[config.mk]
export PLATFORM = sky130hd
export DESIGN_NAME = puf_race_sequencer_flat
export DESIGN_NICKNAME = d
export VERILOG_FILES = /design/src/rtl/puf_race_sequencer_if.sv /design/src/rtl/puf_race_sequencer.sv /design/src/flat_wrapper.sv
export SDC_FILE = /design/constraint.sdc
export NUM_CORES = 1
export LEC_CHECK = 0
export ABC_AREA = 1
export CAP_MARGIN = 5
export CORE_MARGIN = 2
export CORE_UTILIZATION = 38
export CTS_CLUSTER_DIAMETER = 200
export DETAILED_ROUTE_END_ITERATION = 7
export PLACE_DENSITY_LB_ADDON = 0.2
export SYNTH_ARGS = -nofsm -noshare
export SYNTH_HDL_FRONTEND = slang
export SYNTH_SLANG_ARGS = --single-unit
[constraint.sdc]
create_clock -name clk -period 3.3 [get_ports clk]
set_input_delay 0.33 -clock clk [delete_from_list [all_inputs] [get_ports clk]]
set_output_delay 0.33 -clock clk [all_outputs]
set_load 0.02 [all_outputs]
[src/rtl/puf_race_sequencer_if.sv]
// Request/response handshake and race-cell wiring for puf_race_sequencer.
// master: key-derivation logic together with the race cell; slave: the sequencer.
interface puf_race_sequencer_if #(
    parameter int CHAL_W    = 8,
    parameter int RESP_BITS = 32
);
    logic                 start;
    logic [CHAL_W-1:0]    challenge;
    logic                 busy;
    logic [CHAL_W-1:0]    chal_out;
    logic                 launch;
    logic                 arr_a;
    logic                 arr_b;
    logic                 race_bit;
    logic [RESP_BITS-1:0] response;
    logic                 resp_valid;
    logic                 resp_ready;
    logic                 timeout_err;

    modport master (
        output start, challenge, resp_ready, arr_a, arr_b, race_bit,
        input  busy, chal_out, launch, response, resp_valid, timeout_err
    );

    modport slave (
        input  start, challenge, resp_ready, arr_a, arr_b, race_bit,
        output busy, chal_out, launch, response, resp_valid, timeout_err
    );
endinterface

[src/rtl/puf_race_sequencer.sv]
// Runs RESP_BITS arbiter-PUF races on consecutive challenges and assembles the
// winner bits into one response word offered on a valid/ready handshake.
module puf_race_sequencer #(
    parameter int RESP_BITS      = 32,
    parameter int CHAL_W         = 8,
    parameter int SETTLE_CYCLES  = 4,
    parameter int TIMEOUT_CYCLES = 64
) (
    input  logic                clk,
    input  logic                rst,
    puf_race_sequencer_if.slave bus
);
    localparam int IDX_W  = (RESP_BITS > 1) ? $clog2(RESP_BITS) : 1;
    localparam int SET_W  = $clog2(SETTLE_CYCLES + 1);
    localparam int WAIT_W = $clog2(TIMEOUT_CYCLES);

    localparam logic [IDX_W-1:0]  IDX_LAST    = IDX_W'(RESP_BITS - 1);
    localparam logic [SET_W-1:0]  SETTLE_DONE = SET_W'(SETTLE_CYCLES);
    localparam logic [WAIT_W-1:0] WAIT_LAST   = WAIT_W'(TIMEOUT_CYCLES - 1);

    typedef enum logic [2:0] {
        S_IDLE,
        S_SETUP,
        S_FIRE,
        S_CAPTURE,
        S_HOLD
    } state_t;

    state_t               r_state;
    logic [CHAL_W-1:0]    r_base;
    logic [CHAL_W-1:0]    r_chal_out;
    logic [IDX_W-1:0]     r_idx;
    logic [SET_W-1:0]     r_settle;
    logic [WAIT_W-1:0]    r_wait;
    logic [RESP_BITS-1:0] r_response;
    logic                 r_busy;
    logic                 r_launch;
    logic                 r_resp_valid;
    logic                 r_timeout_err;
    logic                 r_fire_to;

    logic                 w_quiet;
    logic                 w_both;
    logic [SET_W-1:0]     w_settle_next;
    logic [IDX_W-1:0]     w_idx_next;

    assign w_quiet       = ~bus.arr_a & ~bus.arr_b;
    assign w_both        = bus.arr_a & bus.arr_b;
    assign w_settle_next = w_quiet ? (r_settle + SET_W'(1)) : '0;
    assign w_idx_next    = r_idx + IDX_W'(1);

    // r_wait counts cycles spent in the current SETUP or FIRE visit; it is
    // cleared on every entry so each phase gets its own timeout window.
    always_ff @(posedge clk) begin
        if (rst) begin
            r_state       <= S_IDLE;
            r_chal_out    <= '0;
            r_idx         <= '0;
            r_settle      <= '0;
            r_wait        <= '0;
            r_response    <= '0;
            r_busy        <= 1'b0;
            r_launch      <= 1'b0;
            r_resp_valid  <= 1'b0;
            r_timeout_err <= 1'b0;
            r_fire_to     <= 1'b0;
        end else begin
            case (r_state)
                S_IDLE: begin
                    if (bus.start) begin
                        r_base        <= bus.challenge;
                        r_chal_out    <= bus.challenge;
                        r_idx         <= '0;
                        r_settle      <= '0;
                        r_wait        <= '0;
                        r_response    <= '0;
                        r_timeout_err <= 1'b0;
                        r_busy        <= 1'b1;
                        r_state       <= S_SETUP;
                    end
                end

                S_SETUP: begin
                    if (w_settle_next == SETTLE_DONE) begin
                        r_launch <= 1'b1;
                        r_wait   <= '0;
                        r_state  <= S_FIRE;
                    end else if (r_wait == WAIT_LAST) begin
                        r_timeout_err <= 1'b1;
                        r_launch      <= 1'b1;
                        r_wait        <= '0;
                        r_state       <= S_FIRE;
                    end else begin
                        r_settle <= w_settle_next;
                        r_wait   <= r_wait + WAIT_W'(1);
                    end
                end

                S_FIRE: begin
                    if (w_both) begin
                        r_fire_to <= 1'b0;
                        r_launch  <= 1'b0;
                        r_state   <= S_CAPTURE;
                    end else if (r_wait == WAIT_LAST) begin
                        r_timeout_err <= 1'b1;
                        r_fire_to     <= 1'b1;
                        r_launch      <= 1'b0;
                        r_state       <= S_CAPTURE;
                    end else begin
                        r_wait <= r_wait + WAIT_W'(1);
                    end
                end

                S_CAPTURE: begin
                    // A race that never completed reports A-first rather than
                    // whatever the cell output happens to show.
                    r_response[r_idx] <= r_fire_to ? 1'b0 : bus.race_bit;
                    if (r_idx == IDX_LAST) begin
                        r_resp_valid <= 1'b1;
                        r_state      <= S_HOLD;
                    end else begin
                        r_idx      <= w_idx_next;
                        r_chal_out <= r_base + CHAL_W'(w_idx_next);
                        r_settle   <= '0;
                        r_wait     <= '0;
                        r_state    <= S_SETUP;
                    end
                end

                S_HOLD: begin
                    if (bus.resp_ready) begin
                        r_resp_valid <= 1'b0;
                        r_busy       <= 1'b0;
                        r_state      <= S_IDLE;
                    end
                end

                default: begin
                    r_launch     <= 1'b0;
                    r_busy       <= 1'b0;
                    r_resp_valid <= 1'b0;
                    r_state      <= S_IDLE;
                end
            endcase
        end
    end

    assign bus.busy        = r_busy;
    assign bus.chal_out    = r_chal_out;
    assign bus.launch      = r_launch;
    assign bus.response    = r_response;
    assign bus.resp_valid  = r_resp_valid;
    assign bus.timeout_err = r_timeout_err;

endmodule

[src/flat_wrapper.sv]
// flat-port wrapper written by rule: the top's interface ports become plain ports
module puf_race_sequencer_flat 
#(
    parameter int RESP_BITS      = 32,
    parameter int CHAL_W         = 8,
    parameter int SETTLE_CYCLES  = 4,
    parameter int TIMEOUT_CYCLES = 64
)
  (clk, rst, bus_start, bus_challenge, bus_resp_ready, bus_arr_a, bus_arr_b, bus_race_bit, bus_busy, bus_chal_out, bus_launch, bus_response, bus_resp_valid, bus_timeout_err);
  puf_race_sequencer_if #(.CHAL_W(CHAL_W), .RESP_BITS(RESP_BITS)) bus_i ();
  input  logic clk;
  input  logic rst;
  input wire logic [$bits(bus_i.start)-1:0] bus_start;
  input wire logic [$bits(bus_i.challenge)-1:0] bus_challenge;
  input wire logic [$bits(bus_i.resp_ready)-1:0] bus_resp_ready;
  input wire logic [$bits(bus_i.arr_a)-1:0] bus_arr_a;
  input wire logic [$bits(bus_i.arr_b)-1:0] bus_arr_b;
  input wire logic [$bits(bus_i.race_bit)-1:0] bus_race_bit;
  output wire logic [$bits(bus_i.busy)-1:0] bus_busy;
  output wire logic [$bits(bus_i.chal_out)-1:0] bus_chal_out;
  output wire logic [$bits(bus_i.launch)-1:0] bus_launch;
  output wire logic [$bits(bus_i.response)-1:0] bus_response;
  output wire logic [$bits(bus_i.resp_valid)-1:0] bus_resp_valid;
  output wire logic [$bits(bus_i.timeout_err)-1:0] bus_timeout_err;
  assign bus_i.start = bus_start;
  assign bus_i.challenge = bus_challenge;
  assign bus_i.resp_ready = bus_resp_ready;
  assign bus_i.arr_a = bus_arr_a;
  assign bus_i.arr_b = bus_arr_b;
  assign bus_i.race_bit = bus_race_bit;
  assign bus_busy = bus_i.busy;
  assign bus_chal_out = bus_i.chal_out;
  assign bus_launch = bus_i.launch;
  assign bus_response = bus_i.response;
  assign bus_resp_valid = bus_i.resp_valid;
  assign bus_timeout_err = bus_i.timeout_err;
  puf_race_sequencer #(.RESP_BITS(RESP_BITS), .CHAL_W(CHAL_W), .SETTLE_CYCLES(SETTLE_CYCLES), .TIMEOUT_CYCLES(TIMEOUT_CYCLES)) u_core (.clk(clk), .rst(rst), .bus(bus_i));
endmodule
Word-level counts from Yosys, hierarchy flattened --
Cells that the tools add are included.
Storage, ports and cells: flip-flop bits (word level) 70, latch bits 0, bits in writable memories 0, bits in read-only memories 0, bits of input ports 15, output and inout bits 44, logic and storage cells 113, memories 0
Cells by class: $add $sub $neg 4, multipliers 0, div/mod/pow operators 0, order comparisons 2, equality and inequality tests 17, shifts and indexed selects 0, multiplexer cells 49, bitwise logic cells 8, reductions and logical operators 21
Operators by type and width (count):
- $pmux W32 S2 | 1
- $mux W3 | 12
- $mux W6 | 6
- $bwmux W32 | 1
- $mux W32 | 1
- $pmux W6 S4 | 1
- $mux W8 | 2
- $pmux W8 S2 | 1
- $pmux W3 S5 | 1
- $reduce_and A3 Y1 | 5
- $mux W1 | 14
- $ne A2 B2 Y1 const B | 7
- $pmux W1 S3 | 4
- $mux W5 | 2
- $pmux W5 S2 | 1
- $reduce_and A5 Y1 | 2
- $pmux W3 S3 | 1
- $reduce_or A3 Y1 | 3
- $add A8 B5 Y8 | 1
- $reduce_and A4 Y1 | 2
- $add A6 B1 Y6 const B | 1
- $eq A3 B2 Y1 const B | 2
- $eq A3 B3 Y1 const B | 2
- $eq A6 B6 Y1 const B | 1
- 17 further kinds | 27

Depth between registers and ports, before layout --
Gate-level depths: netlist of the first run.
depth in word-level cells 6, gate-level depth with buffers 13, depth with buffers taken out 13

Worst setup path after synthesis of the first run --
Ideal clock, no wire load.
path kind register to register, start point reg u_core.r_idx[1], end point reg u_core.r_chal_out[7] (netlist: u_core.bus.chal_out[7]), library setup time 131 ps, arrival 1977 ps, required time 3169 ps, path slack 1192 ps, stages on the path, launching flop included 13, path buffers 0, period minus slack after synthesis 2108 ps, path through dfxtp_1 > ha_1 > clkinv_1 > nor3_1 > ha_1 > ha_1 > nand2_1 > nand2_1 > nand3_1 > nand3_1 > nand3_1 > nand2_1 > a21oi_2
Between the ends: word-level cells in the longest chain between the ends 4, elaborated cells between the ends (all ways) 7, classes of those cells add/sub: 2; eq/ne: 2; mux: 2; reduce/logical: 1
Ends and longest elaborated chain:
- from (decl) | line puf_race_sequencer.sv:32 | logic [IDX_W-1:0] r_idx;
- from (signal assigned) | line puf_race_sequencer.sv:122 | r_idx <= w_idx_next;
- $add A5 B1 Y5 | line puf_race_sequencer.sv:50 | assign w_idx_next = r_idx + IDX_W'(1);
- $add A8 B5 Y8 | line puf_race_sequencer.sv:123 | r_chal_out <= r_base + CHAL_W'(w_idx_next);
- $mux W8 | line puf_race_sequencer.sv:118 | if (r_idx == IDX_LAST) begin
- $pmux W8 S2 | line puf_race_sequencer.sv:68 | case (r_state)
- to (signal assigned) | line puf_race_sequencer.sv:72 | r_chal_out <= bus.challenge;
- to (signal assigned) | line puf_race_sequencer.sv:123
- to (decl) | line puf_race_sequencer.sv:31 | logic [CHAL_W-1:0] r_chal_out;
Several ways; a longest one is shown, not always the timed one. The select of a mux whose other input is x is not followed. A chain may end at the register's enable or synchronous reset.

Worst setup path in the final report of the first run --
Ends and elaborated chain as after synthesis.

==> flow_metrics.env, run 1 <==
export IMPL_path_cells="ha_1 > clkinv_1 > nor3_1 > ha_1 > ha_1 > nand2_1 > nand2_1 > nand3_1 > nand3_1 > nand3_1 > nand2_1 > a21oi_2"
export IMPL_worst_clock_skew_ns=0.009467
export IMPL_cts_max_level=3
export IMPL_final_nets=603
export IMPL_ant_nets=0
export IMPL_power_density_mw_per_mm2=566.9
export IMPL_pin_count=59
export IMPL_die_w_um=101.4
export IMPL_avgSynthCellArea_um2=6.890
export IMPL_max_slew_margin_rel_pct=50.12
export IMPL_ctsHoldBuffers=0
export IMPL_cts_tree="yes"
export IMPL_drc=0
export IMPL_synth_yosys_seq_area_share_pct=41.11
export IMPL_synth_flop_cell="dfxtp_1"
export IMPL_antenna_found_initial=0
export IMPL_coreArea_mm2=0.009240
export IMPL_stdcell_count=709
export IMPL_num_vias=3443
export IMPL_start_kind="register"
export IMPL_cts_resized=0
export IMPL_placed_cells_incl_taps=693
export IMPL_post_cts_buffers=0
export IMPL_min_period_ns=2.362
export IMPL_synth_edff_count=8
export IMPL_grt_pass1_vias=3201
export IMPL_crit_slowest_cell="dfxtp_1"
export IMPL_grt_pass1_wl_mm=14.78
export IMPL_syn_inst=523
export IMPL_critPathBufInv=1
export IMPL_place_hpwl_mm=6.065
export IMPL_fin_crit_sh_pct=71.58
export IMPL_clockBufferDepth=2
export IMPL_cts_sinks=70
export IMPL_drive_gt1_share_pct=5.690
export IMPL_crit_type="register to register"
export IMPL_yosysUniqueCellTypes=32
export IMPL_fin_tns_setup_ns=0
export IMPL_synth_area_leaders="dfxtp_1 (34%), nand2_1 (16%), a21oi_1 (7.5%), nor2_1 (7.0%), edfxtp_1 (6.7%)"
export IMPL_rows=35
export IMPL_grt_max_degree=40
export IMPL_synth_area_mm2=0.003603
export IMPL_yosys_warnings=0
export IMPL_gp_congestion=0.9053
export IMPL_maxCapViolations=0
export IMPL_wl_per_cell_um=12.35
export IMPL_grt_overflow_total=0
export IMPL_cp_slowest_stage_delay_ns=0.40
export IMPL_initial_core_util_pct=39.00
export IMPL_async_flop_share_pct=0
export IMPL_hp_class="input port to register"
export IMPL_drt_first_pass_iters=4
export IMPL_synthesis_nets=551
export IMPL_portBuffers=58
export IMPL_synth_seq_cells=70
export IMPL_clock_latency_ns=0.35
export IMPL_grt_usage_pct=18.00
export IMPL_via_per_inst=4.856
export IMPL_antennaDiodeCount=0
export IMPL_area_delta_synth_final_pct=23.65
export IMPL_final_area_mm2=0.004456
export IMPL_placed_area_mm2=0.004260
export IMPL_crit_path_end_kind="register"
export IMPL_wirelength_mm=8.757
export IMPL_status="complete, no violations"
export IMPL_power_leakage_uw=0.001722
export IMPL_finalHoldViolations=0
export IMPL_setup_viol=0
export IMPL_timing_fmax_ghz=0.4233
export IMPL_ir_worst_vdd_uv=238.0
export IMPL_arrival_ns=2.59
export IMPL_yosysTopAreaCell="dfxtp_1"
export IMPL_crit_family="adder cells"
export IMPL_grt_setup_unrepaired="no"
export IMPL_cts_made_buffers=9
export IMPL_die_h_um=101.4
export IMPL_synth_top_area_share_pct=34.44
export IMPL_cp_required_ns=3.53
export IMPL_worstPathMaxFanout=9
export IMPL_root_buffer="clkbuf_8"
export IMPL_drt_iter0_drc=138
export IMPL_slew_viol_final=0
export IMPL_clkSlewWorstSetupHoldPaths_ns=0.07
export IMPL_dieArea_mm2=0.01028
export IMPL_worst_pin_slew_ns=0.7455
## layout make-up
type,instances,area [um^2]
Clock inverter,7,71.32
Fill cell,939,4785
Timing Repair Buffer,60,590.6
Clock buffer,9,123.9
Tap cell,129,161.4
Multi-Input combinational cell,388,1854
Inverter,46,172.7
Sequential cell,70,1481
## logic make-up after synthesis
| group | count (synthesis) | synth area share [%] |
|---|---|---|
| xor gates and xnor gates | 4 | 0.9724 |
| and+or+nand+nor | 263 | 30.24 |
| adders and majority gates | 13 | 4.722 |
| DFF | 70 | 41.11 |
| AOI/OAI and AO/OA | 108 | 15.52 |
| buffers and inverters | 65 | 7.430 |
## Yosys cell counts, types with 4 or more instances
cell type and number:
dfxtp_1 62, buf_2 7, a21oi_1 54, nor2_1 67, edfxtp_1 8, inv_1 43
clkbuf_1 9, ha_1 12, nand3_1 30, o21ai_0 44, nand2_1 150, a31oi_1 4
## cell usage in the layout (no fill, tap or decap), drive strengths merged
| cell type | instances |
|---|---|
| buf | 3 |
| inv | 48 |
| a21oi | 55 |
| nor3 | 3 |
| o31ai | 1 |
| fa | 1 |
| bufinv | 1 |
| dfxtp | 62 |
| edfxtp | 8 |
| nor2 | 71 |
| clkinv | 4 |
| clkbuf | 9 |
| o21ai | 45 |
| ha | 12 |
| nand2 | 153 |
| xnor2 | 1 |
| a31oi | 4 |
| nand3 | 31 |
| xor2 | 3 |
| or2 | 2 |
| a22oi | 3 |
| nand4 | 3 |
| clkdlybuf4s50 | 57 |
## power breakdown
group          internal (uW)  switching [uW]  total (uW)
clock                    351             350         702
sequential               942            50.9         993
combinational            286             545         831
## registers in the layout, indices dropped and copies added (netlist names)
register / count
u_core.bus.chal_out: 8
u_core.r_state: 3
u_core.bus.launch: 1
u_core.bus.busy: 1
u_core.bus.timeout_err: 1
u_core.r_settle: 3
u_core.r_base: 8
u_core.r_wait: 6
u_core.bus.response: 32
u_core.r_fire_to: 1
u_core.bus.resp_valid: 1
u_core.r_idx: 5
## through the flow
step                      hold slack [ns]  worst slack, ns  utilization, %  total power (uW)
after global placement             0.4411            1.023           46.11              1837
after floorplan                    0.4289            1.192               -              1620
after CTS                          0.3744           0.8865           48.22              2552
after detailed placement           0.4477           0.8924           46.11              1841
final                              0.3867           0.9379           48.22              2526
after global routing               0.3854           0.6029           48.22              2704
## per-layer routing
layer / share of wire [%] / track usage (%)
met2: 46 / 29.75
met1: 48 / 23.55
met3: 4.0 / 3.727
met4: 1.5 / 5.925
met5: 0 / 0
## path summary, 6_finish.rpt
check | from | end | slack, ns | cells past startpoint
setup / recovery | u_core.r_idx[1] | u_core.bus.chal_out[7] | 0.94 | 12
hold / removal | rst | u_core.bus.chal_out[7] | 0.39 | 2
setup reg to reg | u_core.r_idx[1] | u_core.bus.chal_out[7] | 0.94 | 12
hold reg to reg | u_core.bus.timeout_err | u_core.bus.timeout_err | 0.46 | 2
## worst reg2reg max path: stages (launching register included)
cell	delay, ns
dfxtp_1	0.40
ha_1	0.21
clkinv_1	0.23
nor3_1	0.23
ha_1	0.28
ha_1	0.37
nand2_1	0.07
nand2_1	0.07
nand3_1	0.08
nand3_1	0.09
nand3_1	0.07
nand2_1	0.09
a21oi_2	0.05
No activity file was read; power rests on OpenSTA's default activity.
==> run 2: changes to the inputs <==
Clock period 3.3 ns to 2.1 ns, I/O delays scaled along.
==> run 2 against run 1 <==
  * Sequential power up 58%
  * Critical endpoint unchanged
  * Clock skew up 0.0072 ns
  * Die area unchanged
  * Largest power group unchanged
  * Maximum frequency up 21%
==> flow_metrics.env, run 2 (synthesized netlist as in run 1, its figures left out) <==
export IMPL_worstHoldStart="rst"
export IMPL_cts_tree="yes"
export IMPL_r2r_start="u_core.r_idx[0]"
export IMPL_r2r_slack_ns=0.14
export IMPL_wl_met1_mm=4.365
export IMPL_grt_max_degree=39
export IMPL_hold_slack_ns=0.3103
export IMPL_grt_pass1_vias=3345
export IMPL_fin_crit_sh_pct=93.12
export IMPL_wl_met2_mm=4.375
export IMPL_portBuffers=58
export IMPL_power_leakage_uw=0.001773
export IMPL_worst_hold_path_endpoint="u_core.bus.launch"
export IMPL_fillerInstances=925
export IMPL_clockBufferDepth=2
export IMPL_maxCapViolations=0
export IMPL_gp_congestion=0.8964
export IMPL_total_power_uw=4051
export IMPL_cts_max_level=3
export IMPL_drive_gt1_share_pct=8.305
export IMPL_setup_viol=0
export IMPL_placed_area_mm2=0.004354
export IMPL_slew_viol_final=0
export IMPL_drt_iter0_drc=132
export IMPL_antenna_found_initial=0
export IMPL_grt_pass1_wl_mm=15.57
export IMPL_ant_nets=0
export IMPL_placed_cells_incl_taps=702
export IMPL_die_h_um=101.4
export IMPL_pin_count=59
export IMPL_grt_setup_unrepaired="no"
export IMPL_antennaDiodeCount=0
export IMPL_initial_core_util_pct=39.00
export IMPL_finalHoldViolations=0
export IMPL_grt_overflow_total=0
export IMPL_start_kind="register"
export IMPL_timing_fmax_ghz=0.5114
export IMPL_rows=35
export IMPL_via_per_inst=4.901
export IMPL_fin_tns_setup_ns=0
export IMPL_arrival_ns=2.18
export IMPL_ctsHoldBuffers=0
export IMPL_worstPathMaxFanout=4
export IMPL_final_nets=613
export IMPL_min_period_ns=1.956
export IMPL_max_slew_margin_rel_pct=66.11
export IMPL_timing_rr_end="u_core.bus.chal_out[7]"
export IMPL_worst_pin_slew_ns=0.5083
export IMPL_wl_per_cell_um=12.80
export IMPL_clock_latency_ns=0.35
export IMPL_power_density_mw_per_mm2=882.4
export IMPL_top_layer_used="met4"
export IMPL_largest_reg_flops=32
export IMPL_cp_required_ns=2.32
export IMPL_drt_first_pass_iters=4
export IMPL_ir_worst_vdd_uv=321.0
export IMPL_dieArea_mm2=0.01028
export IMPL_wirelength_mm=9.200
export IMPL_crit_path_end_kind="register"
export IMPL_die_w_um=101.4
export IMPL_root_buffer="clkbuf_8"
export IMPL_crit_type="register to register"
export IMPL_place_hpwl_mm=6.358
export IMPL_hp_class="input port to register"
export IMPL_status="complete, no violations"
export IMPL_coreArea_mm2=0.009240
export IMPL_holdPathStages=2
export IMPL_final_common_cell="nand2_1"
export IMPL_rr_worst_depth=10
export IMPL_area_delta_synth_final_pct=27.40
export IMPL_num_vias=3524
export IMPL_clkSlewWorstSetupHoldPaths_ns=0.09
export IMPL_wl_met3_um=382
export IMPL_grt_usage_pct=18.73
export IMPL_cts_made_buffers=9
export IMPL_stdcell_count=719
export IMPL_final_area_mm2=0.004591
export IMPL_cts_sinks=70
export IMPL_final_cell_mix="nand2_1 (150), nor2_1 (67), dfxtp_1 (61), clkdlybuf4s50_1 (57), a21oi_1 (54)"
export IMPL_worst_clock_skew_ns=0.01664
export IMPL_drc=0
==> run 2: changes by cell type in the layout (fill, tap and decap cells not counted), moves of 2 or more <==
cell,change
buf_4,+8
inv_4,-3
ha_1,-2
inv_6,+2
buf_12,+2
inv_8,+2
==> run 2: area by class of cell <==
| type | count | area (um^2) | area share, % |
|---|---|---|---|
| clock inverters | 6 | 56.30 | 1.226 |
| inverters | 46 | 173.9 | 3.789 |
| repair buffers | 70 | 690.7 | 15.04 |
| multi-input cells | 388 | 1877 | 40.88 |
| clock buffers | 10 | 148.9 | 3.243 |
| well taps | 129 | 161.4 | 3.516 |
| flip-flops and latches | 70 | 1483 | 32.30 |
==> run 2: worst max path at each step <==
stage	to	slack, ns	startpoint	cells after the start
after global placement	u_core.bus.chal_out[7]	0.09	u_core.r_idx[0]	12
after floorplan	u_core.bus.chal_out[7]	0.05	u_core.r_idx[2]	12
final	u_core.bus.chal_out[7]	0.14	u_core.r_idx[0]	10
after CTS	u_core.bus.chal_out[6]	0.02	u_core.r_idx[0]	13
after detailed placement	u_core.bus.chal_out[6]	0.03	u_core.r_idx[0]	13
after global routing	u_core.bus.chal_out[6]	0.002	u_core.r_idx[0]	13
==> run 2: through the flow <==
stage	setup slack, ns	utilization [%]
global placement	0.09478	47.12
floorplan	0.05185	-
global route	0.001831	49.68
CTS	0.01590	49.34
detailed placement	0.03332	47.12
finish	0.1444	49.68
==> run 2: power breakdown <==
part / total (uW) / internal [uW] / switching, uW / leakage [uW]
logic: 1360 / 491 / 870 / 0.00109
clock network: 1120 / 528 / 597 / 0.000102
registers: 1570 / 1480 / 84.5 / 0.000576
total: 4050 / 2500 / 1550 / 0.00177
==> run 2: critical path: stages (launching register included) <==
cell	delay [ns]
dfxtp_2	0.34
ha_2	0.19
xor2_1	0.24
ha_1	0.31
or2_2	0.34
nand3_1	0.11
nand2_1	0.06
nand2_1	0.05
nand3_1	0.06
nand2_1	0.08
a21oi_2	0.05
==> run 2: layer usage <==
layer	vias up	track usage [%]
met1	1621	25.21
li1	1826	-
met5	-	0
met3	8	3.589
met2	69	29.60
met4	0	7.588
==> run 2: repair_timing <==
| action | in CTS | in global routing |
|---|---|---|
| hold endpoints to repair | 0 | 0 |
| buffers inserted | 0 | 1 |
| setup endpoints to repair | 0 | 4 |
| resized for setup | 0 | 5 |
